`src/rtl/reg_scan.sv`:
```
`timescale 1ns / 1ps
`default_nettype none
// ============================================================================
// Module   : reg_scan
// Purpose  : Debug scan engine that dumps the register file as a byte stream
//            or loads it from one, in ascending address order.
// Revision : 1.0 - initial release
// ============================================================================
module reg_scan #(
    parameter int NUM_REGS = 16,
    parameter int ADDR_W   = 4,
    parameter int DATA_W   = 8
) (
    input  logic              clk,
    input  logic              reset,
    input  logic              start,
    input  logic              mode,
    output logic              busy,
    output logic              done,
    output logic [ADDR_W-1:0] rd_addr,
    input  logic [DATA_W-1:0] rd_data,
    output logic              wr_en,
    output logic [ADDR_W-1:0] wr_addr,
    output logic [DATA_W-1:0] wr_data,
    output logic              out_valid,
    input  logic              out_ready,
    output logic [DATA_W-1:0] out_data,
    output logic              out_last,
    input  logic              in_valid,
    output logic              in_ready,
    input  logic [DATA_W-1:0] in_data
);

    typedef enum logic [1:0] {
        S_IDLE = 2'd0,
        S_DUMP = 2'd1,
        S_LOAD = 2'd2,
        S_FIN  = 2'd3
    } state_t;

    localparam logic [ADDR_W:0] c_num_regs = (ADDR_W + 1)'(NUM_REGS);
    localparam logic [ADDR_W:0] c_last_idx = (ADDR_W + 1)'(NUM_REGS - 1);
    localparam logic [ADDR_W:0] c_one      = (ADDR_W + 1)'(1);

    state_t              r_state;
    state_t              w_state_nxt;
    logic [ADDR_W:0]     r_idx;
    logic                r_out_valid;
    logic                r_out_last;
    logic [DATA_W-1:0]   r_out_data;
    logic                r_wr_en;
    logic [ADDR_W-1:0]   r_wr_addr;
    logic [DATA_W-1:0]   r_wr_data;

    logic w_capture;
    logic w_out_hs;
    logic w_in_hs;

    // A new byte may be fetched whenever the output slot is empty or draining.
    assign w_capture = (r_state == S_DUMP) && (r_idx < c_num_regs)
                       && (!r_out_valid || out_ready);
    assign w_out_hs  = (r_state == S_DUMP) && r_out_valid && out_ready;
    assign w_in_hs   = (r_state == S_LOAD) && in_valid;

    always_ff @(posedge clk) begin
        if (reset) begin
            r_state <= S_IDLE;
        end else begin
            r_state <= w_state_nxt;
        end
    end

    always_comb begin
        w_state_nxt = r_state;
        busy        = 1'b0;
        done        = 1'b0;
        in_ready    = 1'b0;
        case (r_state)
            S_IDLE: begin
                if (start) begin
                    w_state_nxt = mode ? S_LOAD : S_DUMP;
                end
            end
            S_DUMP: begin
                busy = 1'b1;
                if (w_out_hs && r_out_last) begin
                    w_state_nxt = S_FIN;
                end
            end
            S_LOAD: begin
                busy     = 1'b1;
                in_ready = 1'b1;
                if (w_in_hs && (r_idx == c_last_idx)) begin
                    w_state_nxt = S_FIN;
                end
            end
            S_FIN: begin
                busy        = 1'b1;
                done        = 1'b1;
                w_state_nxt = S_IDLE;
            end
            default: begin
                w_state_nxt = S_IDLE;
            end
        endcase
    end

    always_ff @(posedge clk) begin
        if (reset) begin
            r_idx       <= '0;
            r_out_valid <= 1'b0;
            r_out_last  <= 1'b0;
            r_out_data  <= '0;
            r_wr_en     <= 1'b0;
            r_wr_addr   <= '0;
            r_wr_data   <= '0;
        end else begin
            r_wr_en <= 1'b0;
            case (r_state)
                S_IDLE: begin
                    r_idx <= '0;
                end
                S_DUMP: begin
                    if (w_capture) begin
                        r_out_data  <= rd_data;
                        r_out_valid <= 1'b1;
                        r_out_last  <= (r_idx == c_last_idx);
                        r_idx       <= r_idx + c_one;
                    end else if (w_out_hs) begin
                        r_out_valid <= 1'b0;
                        r_out_last  <= 1'b0;
                    end
                end
                S_LOAD: begin
                    if (w_in_hs) begin
                        r_wr_en   <= 1'b1;
                        r_wr_addr <= r_idx[ADDR_W-1:0];
                        r_wr_data <= in_data;
                        r_idx     <= r_idx + c_one;
                    end
                end
                default: begin
                end
            endcase
        end
    end

    // Counter overflow bit is dropped; the address is don't-care once idx hits NUM_REGS.
    assign rd_addr   = r_idx[ADDR_W-1:0];
    assign wr_en     = r_wr_en;
    assign wr_addr   = r_wr_addr;
    assign wr_data   = r_wr_data;
    assign out_valid = r_out_valid;
    assign out_last  = r_out_last;
    assign out_data  = r_out_data;

endmodule
`default_nettype wire

```
`config.mk`:
```
export PLATFORM = sky130hd
export DESIGN_NAME = reg_scan
export DESIGN_NICKNAME = d
export VERILOG_FILES = /design/src/rtl/reg_scan.sv
export SDC_FILE = /design/constraint.sdc
export NUM_CORES = 1
export LEC_CHECK = 0
export CAP_MARGIN = 40
export CORE_MARGIN = 2
export CORE_UTILIZATION = 39
export CTS_BUF_LIST = sky130_fd_sc_hd__clkbuf_16
export CTS_CLUSTER_DIAMETER = 150
export DETAILED_ROUTE_END_ITERATION = 8
export GPL_ROUTABILITY_DRIVEN = 1
export PLACE_DENSITY = 0.75
export SLEW_MARGIN = 20
export SYNTH_ARGS = -nofsm -noshare
export SYNTH_HDL_FRONTEND = slang
export SYNTH_SLANG_ARGS = --single-unit
```
`constraint.sdc`:
```
create_clock -name clk -period 1.6 [get_ports clk]
set_input_delay 0.48 -clock clk [delete_from_list [all_inputs] [get_ports clk]]
set_output_delay 0.48 -clock clk [all_outputs]
set_load 0.02 [all_outputs]
```
==> metrics.sh, run 1 <==
STATUS='complete, but fails checks'
FAILED_CHECKS='setup timing'
GP_CONGESTION=0.7715
SYN_AVG_CELL_AREA_UM2=8.553
CLOCKBUFFERDEPTH=2
CP-START-KIND='flip-flop'
SYNTH_SEQUENTIAL_AREA_RATIO_PCT=44.44
CP_DATA_REQUIRED_TIME_NS=1.76
FINALHOLDWORSTSLACK_NS=0.4480
CRITICAL_PATH.TOP_DELAY_FAMILY='flip-flops'
CHIPHEIGHT_UM=62.87
CTSHOLDBUFFERS=0
SYNTH_XOR_XNOR_AREA_SHARE_PCT=0
HTREE_NUM_LEVELS=2
TRITONCTS_CLOCK_TREE='done'
SYNTHESIS.NETS=188
TYPE_OF_ELEMENT_CAPTURING_THE_CRITICAL_PATH='flip-flop'
SYNTHESIS.INSTANCES=158
CELLS_TAKING_THE_MOST_AREA_AFTER_SYNTHESIS='dfxtp_1 (44%), a21oi_1 (7.8%), nand2_1 (7.5%)'
SHARE_OF_CELLS_ABOVE_DRIVE_STRENGTH_1_PCT=21.21
MEAN_ROUTED_WIRELENGTH_PER_CELL_UM=13.44
TIMING.MAX_CAP.VIOLATIONS=0
ANT_NETS=0
GRT_OVERFLOW_TOTAL=0
GRT_SETUP_UNREPAIRED='true'
SYNTH-MAIN-FF-CELL='dfxtp_1'
LAYOUT.CELLS.MOST_COMMON='dlygate4sd2_1'
FINISH.NET_COUNT=260
STD_CELL_ROWS=21
TYPE_OF_THE_TIGHTEST_MIN_DELAY_CHECK='reg2reg'
NUM_IO_PINS=52
GRT_PASS1_WL_MM=6.203
ANTENNA-DIODE-COUNT=0
CPMOSTUSEDCELL='ha_4'
FIRST_GLOBAL_VIAS=1458
CRIT_PATH_TOP_DELAY_CELL='dfxtp_4'
MAX_FREQ_MHz=605.3
MAX-SLEW-MARGIN-REL_PCT=80.75
EDFF_COUNT_SYNTH=0
GLOBAL_ROUTE.USAGE.TOTAL_PCT=19.95
CRITICAL_PATH_CLASS='reg2reg'
WORST_SKEW_PAIR.LATE_LATENCY_NS=0.27
PROPORTION_OF_SYNTHESIZED_FLIP_FLOPS_HAVING_ASYNCHRONOUS_SET_OR_RESET_PCT=0
CRITICAL_PATH.MAX_STAGE_DELAY_NS=0.36
FIN_WS_NS=-0.05200
DPL.HPWL_MM=2.650
CTS_BUF_COUNT=5
REPORT.FINAL.HOLD_VIOL_COUNT=0
DR.PASS1.ITERS=4
YS_FF_LATCH=30
COREAREA_UM2=3337
INITIAL_CORE_UTIL_PCT=40.49
MOST-COMMON-LAYOUT-CELLS='dlygate4sd2_1 (27), nand2_1 (26), dfxtp_1 (26)'
PORT_BUFFERS=51
FP.DIEW_UM=62.87
WORST_SLEW_PIN_SLEW_NS=0.2888
SLEW_VIOLATIONS=0
WORST-PATH-BUF-INV=1
HIGHEST_IR_DROP_SEEN_ON_VDD_uV=1024
CELLPOWERDENSITY_nW_PER_UM2=1602
SETUP_TNS_NS=-0.06395
CELLLEAKAGEPOWER_nW=1.037
CRITICAL_PATH_ARRIVAL_NS=1.82
TIMING.FINAL.CRIT_SHARE_PCT=103.2
LAYOUT_MIN_CYCLE_TIME_NS=1.652
VIAS_PER_CELL=5.000
PLACEMENT.SETUP.WORST_SLACK_NS=-0.3703
TOTALWIRELENGTH_MM=3.723
ANTENNA_FOUND_INITIAL=0
YOSYSWARNINGCOUNT=0
SYNTHTOLAYOUTAREAGROWTH_PCT=68.43
DRC_ERRORS=0
PIN_COUNT_OF_THE_BIGGEST_NET_ENTERING_GLOBAL_ROUTING=31
SYNTH_COMPOUND_AREA_SHARE_PCT=15.09
CLOCK_SKEW_NS=0.003025
PATH_MAX_FANOUT=3
CTS_ROOT_BUF='clkbuf_16'
SYNTH.TOP_CELL.AREA_SHARE_PCT=44.44
YOSYS.AREA.TOP_TYPE='dfxtp_1'
AREA_ENCLOSED_BY_THE_DIE_BOUNDARY_UM2=3952
POST_SYNTH_INSTANCE_AREA_UM2=1351
DRC_MARKER_COUNT_FROM_THE_FIRST_DETAILED_ROUTE_ITERATION=70
NETLIST-CELL-TYPE-COUNT=29
SYNTHSIMPLEGATEAREAFRAC_PCT=19.54
FINALSETUPVIOLATIONS=2
TIMING.CRITICAL_PATH.CELLS='ha_4, and3_4, ha_4, nand2_2, a222oi_1, buf_4, mux2i_1, nor2_1'
YOSYS.AREA_SHARE.ADDER_PCT=7.407
CTS_SINKS=30
SYNTH_TOP_FAMILY_BY_AREA='simple AND/OR/NAND/NOR gates'
POST_SYNTH_MUX_AREA_SHARE_PCT=7.407
CLK_PIN_SLEW_WORST_PATHS_NS=0.05
NUM_VIAS=1385
path summary, 6_finish.rpt:
path / startpoint / endpoint / slack [ns] / cells after the start
setup reg to reg: r_idx[1]$_SDFFE_PP0P_ / r_state[0]$_SDFFE_PP0P_ / -0.05 / 8
hold / removal: wr_addr[0]$_SDFFE_PP0P_ / wr_addr[0]$_SDFFE_PP0P_ / 0.45 / 2
setup / recovery: r_idx[1]$_SDFFE_PP0P_ / r_state[0]$_SDFFE_PP0P_ / -0.05 / 8
hold reg to reg: wr_addr[0]$_SDFFE_PP0P_ / wr_addr[0]$_SDFFE_PP0P_ / 0.45 / 2
timing repair:
| item | 4_1_cts | 5_1_grt |
|---|---|---|
| cloned | 0 | 0 |
| setup endpoints to repair | 44 | 15 |
| gates resized for setup | 44 | 6 |
| buffers inserted | 0 | 1 |
| pin swaps | 3 | 2 |
cell usage after synthesis (2+ instances only):
master and number:
nor2b_1 3, dfxtp_1 30, buf_4 4, mux2i_1 10, a21oi_1 21, clkbuf_1 6, and2_1 2, o31ai_1 2
nand4_1 3, nor2_1 15, o21ai_1 3, nand2_1 27, nand3_1 3, inv_1 6, o21ai_0 2, ha_1 8
per-layer routing:
metal | share of wire (%) | track usage (%)
met1 | 39 | 19.60
met2 | 54 | 37.50
met3 | 5.3 | 4.865
met4 | 2.0 | 11.39
met5 | 0 | 0
through the flow:
stage | power (mW) | std cells | util [%] | instance area (um^2)
2_1_floorplan | 1.844 | 158 | - | 1389
3_3_place_gp | 2.569 | 268 | 63.74 | 2127
3_5_place_dp | 2.653 | 268 | 63.74 | 2127
4_1_cts | 3.620 | 276 | 67.42 | 2250
5_1_grt | 3.846 | 277 | 68.20 | 2276
6_report | 3.646 | 277 | 68.20 | 2276
kinds of logic after synthesis:
logic type,Yosys count
muxes,10
buffers and inverters,18
AOI/OAI and AO/OA,35
and+or+nand+nor,57
DFF,30
adders and majority gates,8
registers in the layout (all words and copies together), names as in the netlist:
| name | flops |
|---|---|
| wr_data | 8 |
| r_idx | 5 |
| out_data | 8 |
| out_valid | 1 |
| r_state | 2 |
| wr_addr | 4 |
| wr_en | 1 |
| out_last | 1 |
tightest hold or removal path, cell delays in order (launching register included):
cell and delay, ns:
dfxtp_1 0.30, nand2_1 0.05, a21oi_1 0.05
area by class of cell:
| type | count | area [um^2] |
|---|---|---|
| repair buffers | 75 | 694.4 |
| well taps | 46 | 57.56 |
| multi-input cells | 110 | 720.7 |
| clock buffers | 5 | 125.1 |
| flip-flops and latches | 30 | 610.6 |
| fillers | 278 | 1061 |
| clock inverters | 3 | 37.54 |
| inverters | 8 | 30.03 |
power by group:
part	leakage [nW]	internal, mW	total (mW)	switching, mW
clock network	0.0864	0.721	1.04	0.320
logic	0.705	0.793	1.64	0.846
registers	0.246	0.881	0.966	0.0851
total	1.04	2.40	3.65	1.25
(Power assumes the default switching activity.)
==> inputs of run 2 (changes only) <==
==> constraint.sdc (replaced) <==
create_clock -name clk -period 1.34 [get_ports clk]
set_input_delay 0.402 -clock clk [delete_from_list [all_inputs] [get_ports clk]]
set_output_delay 0.402 -clock clk [all_outputs]
set_load 0.02 [all_outputs]
==> metrics.sh, run 2 (same netlist as run 1, synthesis figures left out) <==
INITIAL_CORE_UTIL_PCT=40.49
FIN_WS_NS=-0.2883
SHARE_OF_CELLS_ABOVE_DRIVE_STRENGTH_1_PCT=38.84
GRT_PASS1_WL_MM=6.265
TYPE_OF_ELEMENT_CAPTURING_THE_CRITICAL_PATH='flip-flop'
FINALHOLDWORSTSLACK_NS=0.4558
CLK_PIN_SLEW_WORST_PATHS_NS=0.05
TIMING.FINAL.CRIT_SHARE_PCT=121.5
LAYOUT_MIN_CYCLE_TIME_NS=1.628
CLOCKBUFFERDEPTH=2
PWR-SHARE-COMB_PCT=54.3
PLACEMENT.SETUP.WORST_SLACK_NS=-0.5385
WORST-PATH-BUF-INV=1
CELLLEAKAGEPOWER_nW=1.017
GP_CONGESTION=0.8658
WORST_SETUP_PATH_STARTPOINT='r_idx[1]$_SDFFE_PP0P_'
FINALSETUPVIOLATIONS=19
CLOCK_NETWORK_POWER_SHARE_PCT=21.2
ANT_NETS=0
CRITICAL_PATH_CLASS='reg2reg'
WORST_SKEW_PAIR.LATE_LATENCY_NS=0.27
CELLPOWERDENSITY_nW_PER_UM2=1963
NUM_VIAS=1429
P_SWITCHING_mW=1.747
CLOCK_SKEW_NS=0.007535
ANTENNA_FOUND_INITIAL=0
TOTALWIRELENGTH_MM=4.016
DRC_MARKER_COUNT_FROM_THE_FIRST_DETAILED_ROUTE_ITERATION=66
MAX_FREQ_MHz=614.1
SLEW_VIOLATIONS=0
HTREE_NUM_LEVELS=2
DRC_ERRORS=0
DPL.HPWL_MM=2.724
AREA_ENCLOSED_BY_THE_DIE_BOUNDARY_UM2=3952
HIGHEST_IR_DROP_SEEN_ON_VDD_uV=1105
ANTENNA-DIODE-COUNT=0
MOST-COMMON-LAYOUT-CELLS='nand2_1 (26), dfxtp_1 (26), buf_4 (24)'
CTS_ROOT_BUF='clkbuf_16'
PORT_BUFFERS=51
TRITONCTS_CLOCK_TREE='done'
FAILED_CHECKS='setup timing'
TIMING.CRITICAL_PATH.CELLS='ha_4, and3_4, ha_4, nand2_2, a222oi_1, buf_4, mux2i_1, nor2_1'
SYNTHTOLAYOUTAREAGROWTH_PCT=82.41
FIRST_GLOBAL_VIAS=1478
CP_DATA_REQUIRED_TIME_NS=1.50
PATH_MAX_FANOUT=3
CRIT_PATH_TOP_DELAY_CELL='dfxtp_4'
COREAREA_UM2=3337
SWITCHING_SHARE_PCT=36.10
CTSHOLDBUFFERS=0
PLACE.DETAILED.INSTANCES=274
GLOBAL_ROUTE.USAGE.TOTAL_PCT=20.04
SEQ_POWER_SHARE_PCT=24.4
PIN_COUNT_OF_THE_BIGGEST_NET_ENTERING_GLOBAL_ROUTING=18
CRITICAL_PATH.REG2REG.STARTPOINT='r_idx[1]$_SDFFE_PP0P_'
MAX-SLEW-MARGIN-REL_PCT=82.50
CPMOSTUSEDCELL='ha_4'
LAYOUT.CELLS.NON_FILLER=288
FIN_TOTAL_PWR_mW=4.839
NFILLCELLS=256
GRT_OVERFLOW_TOTAL=0
REG2REG_SLACK_NS=-0.29
CTS_BUF_COUNT=5
GRT_SETUP_UNREPAIRED='true'
TIMING.MAX_CAP.VIOLATIONS=0
CTS_SINKS=30
TYPE_OF_THE_TIGHTEST_MIN_DELAY_CHECK='reg2reg'
CP-START-KIND='flip-flop'
FP.DIEW_UM=62.87
CRITICAL_PATH.TOP_DELAY_FAMILY='flip-flops'
MEAN_ROUTED_WIRELENGTH_PER_CELL_UM=13.94
NUM_IO_PINS=52
WORST_SLEW_PIN_SLEW_NS=0.2626
FINISH.NET_COUNT=271
HOLD_START='wr_data[0]$_SDFFE_PP0P_'
CRITICAL_PATH.MAX_STAGE_DELAY_NS=0.35
REPORT.FINAL.HOLD_VIOL_COUNT=0
P_INT_mW=3.092
STD_CELL_ROWS=21
DR.PASS1.ITERS=4
CHIPHEIGHT_UM=62.87
STATUS='complete, but fails checks'
VIAS_PER_CELL=4.962
CRITICAL_PATH_ARRIVAL_NS=1.79
## run 2: changes by cell type in the layout (fill, tap and decap cells not counted), moves of 3 or more
cell / previous run / this run
buf_4: 21 / 24
inv_1: 8 / 4
ha_1: 5 / 1
a21oi_2: 0 / 4
clkdlybuf4s15_1: 1 / 9
dlygate4sd2_1: 27 / 4
a21oi_1: 21 / 16
ha_4: 2 / 6
clkbuf_2: 0 / 12
buf_6: 0 / 12
## run 2: worst min-delay path: cells and delay by family, from the launching register on
kind | cells | cell delay, ns
simple gates | 1 | 0.05
compound gates | 1 | 0.05
flops | 1 | 0.30
## run 2: metal layers
layer / vias to the layer above / GRT usage, % / part of all wire [%]
met5: - / 0 / 0
li1: 696 / - / -
met1: 665 / 19.75 / 40
met3: 10 / 5.946 / 5.9
met4: 0 / 14.44 / 2.4
met2: 58 / 35.37 / 52
## run 2: final timing paths
kind,to,cells past startpoint
max reg2reg,r_state[0]$_SDFFE_PP0P_,8
max,r_state[0]$_SDFFE_PP0P_,8
min,wr_data[0]$_SDFFE_PP0P_,2
min reg2reg,wr_data[0]$_SDFFE_PP0P_,2
## run 2: metrics by stage
stage          util, %  setup TNS [ns]  instance area [um^2]
2_1_floorplan        -          -1.498                  1401
3_3_place_gp     64.98          -10.34                  2168
3_5_place_dp     64.98          -11.78                  2168
4_1_cts          71.05          -1.797                  2371
5_1_grt          73.87          -3.863                  2465
6_report         73.87          -2.646                  2465
## run 2: power groups by stage
| stage | clock network, mW | logic (mW) | registers (mW) |
|---|---|---|---|
| 6_report | 1.03 | 2.63 | 1.18 |
| 5_1_grt | 1.09 | 2.82 | 1.20 |
| 4_1_cts | 1.04 | 2.25 | 1.15 |
| 3_5_place_dp | 0 | 2.06 | 1.16 |
| 3_3_place_gp | 0 | 1.96 | 1.15 |
| 2_1_floorplan | 0 | 0.957 | 1.27 |
## run 2: repair_timing
action / 4_1_cts / 5_1_grt
setup endpoints to repair: 53 / 53
setup buffers: 3 / 6
gates resized for setup: 92 / 48
pin swaps: 17 / 23
## run 2: final cells by class
class,count,area (um^2),area share (%)
clock inverter,3,12.51,0.5076
sequential,30,615.6,24.97
tap,46,57.56,2.335
multi-input combinational,110,838.3,34.01
inverter,8,35.03,1.421
timing repair buffer,86,780.7,31.68
clock buffer,5,125.1,5.076
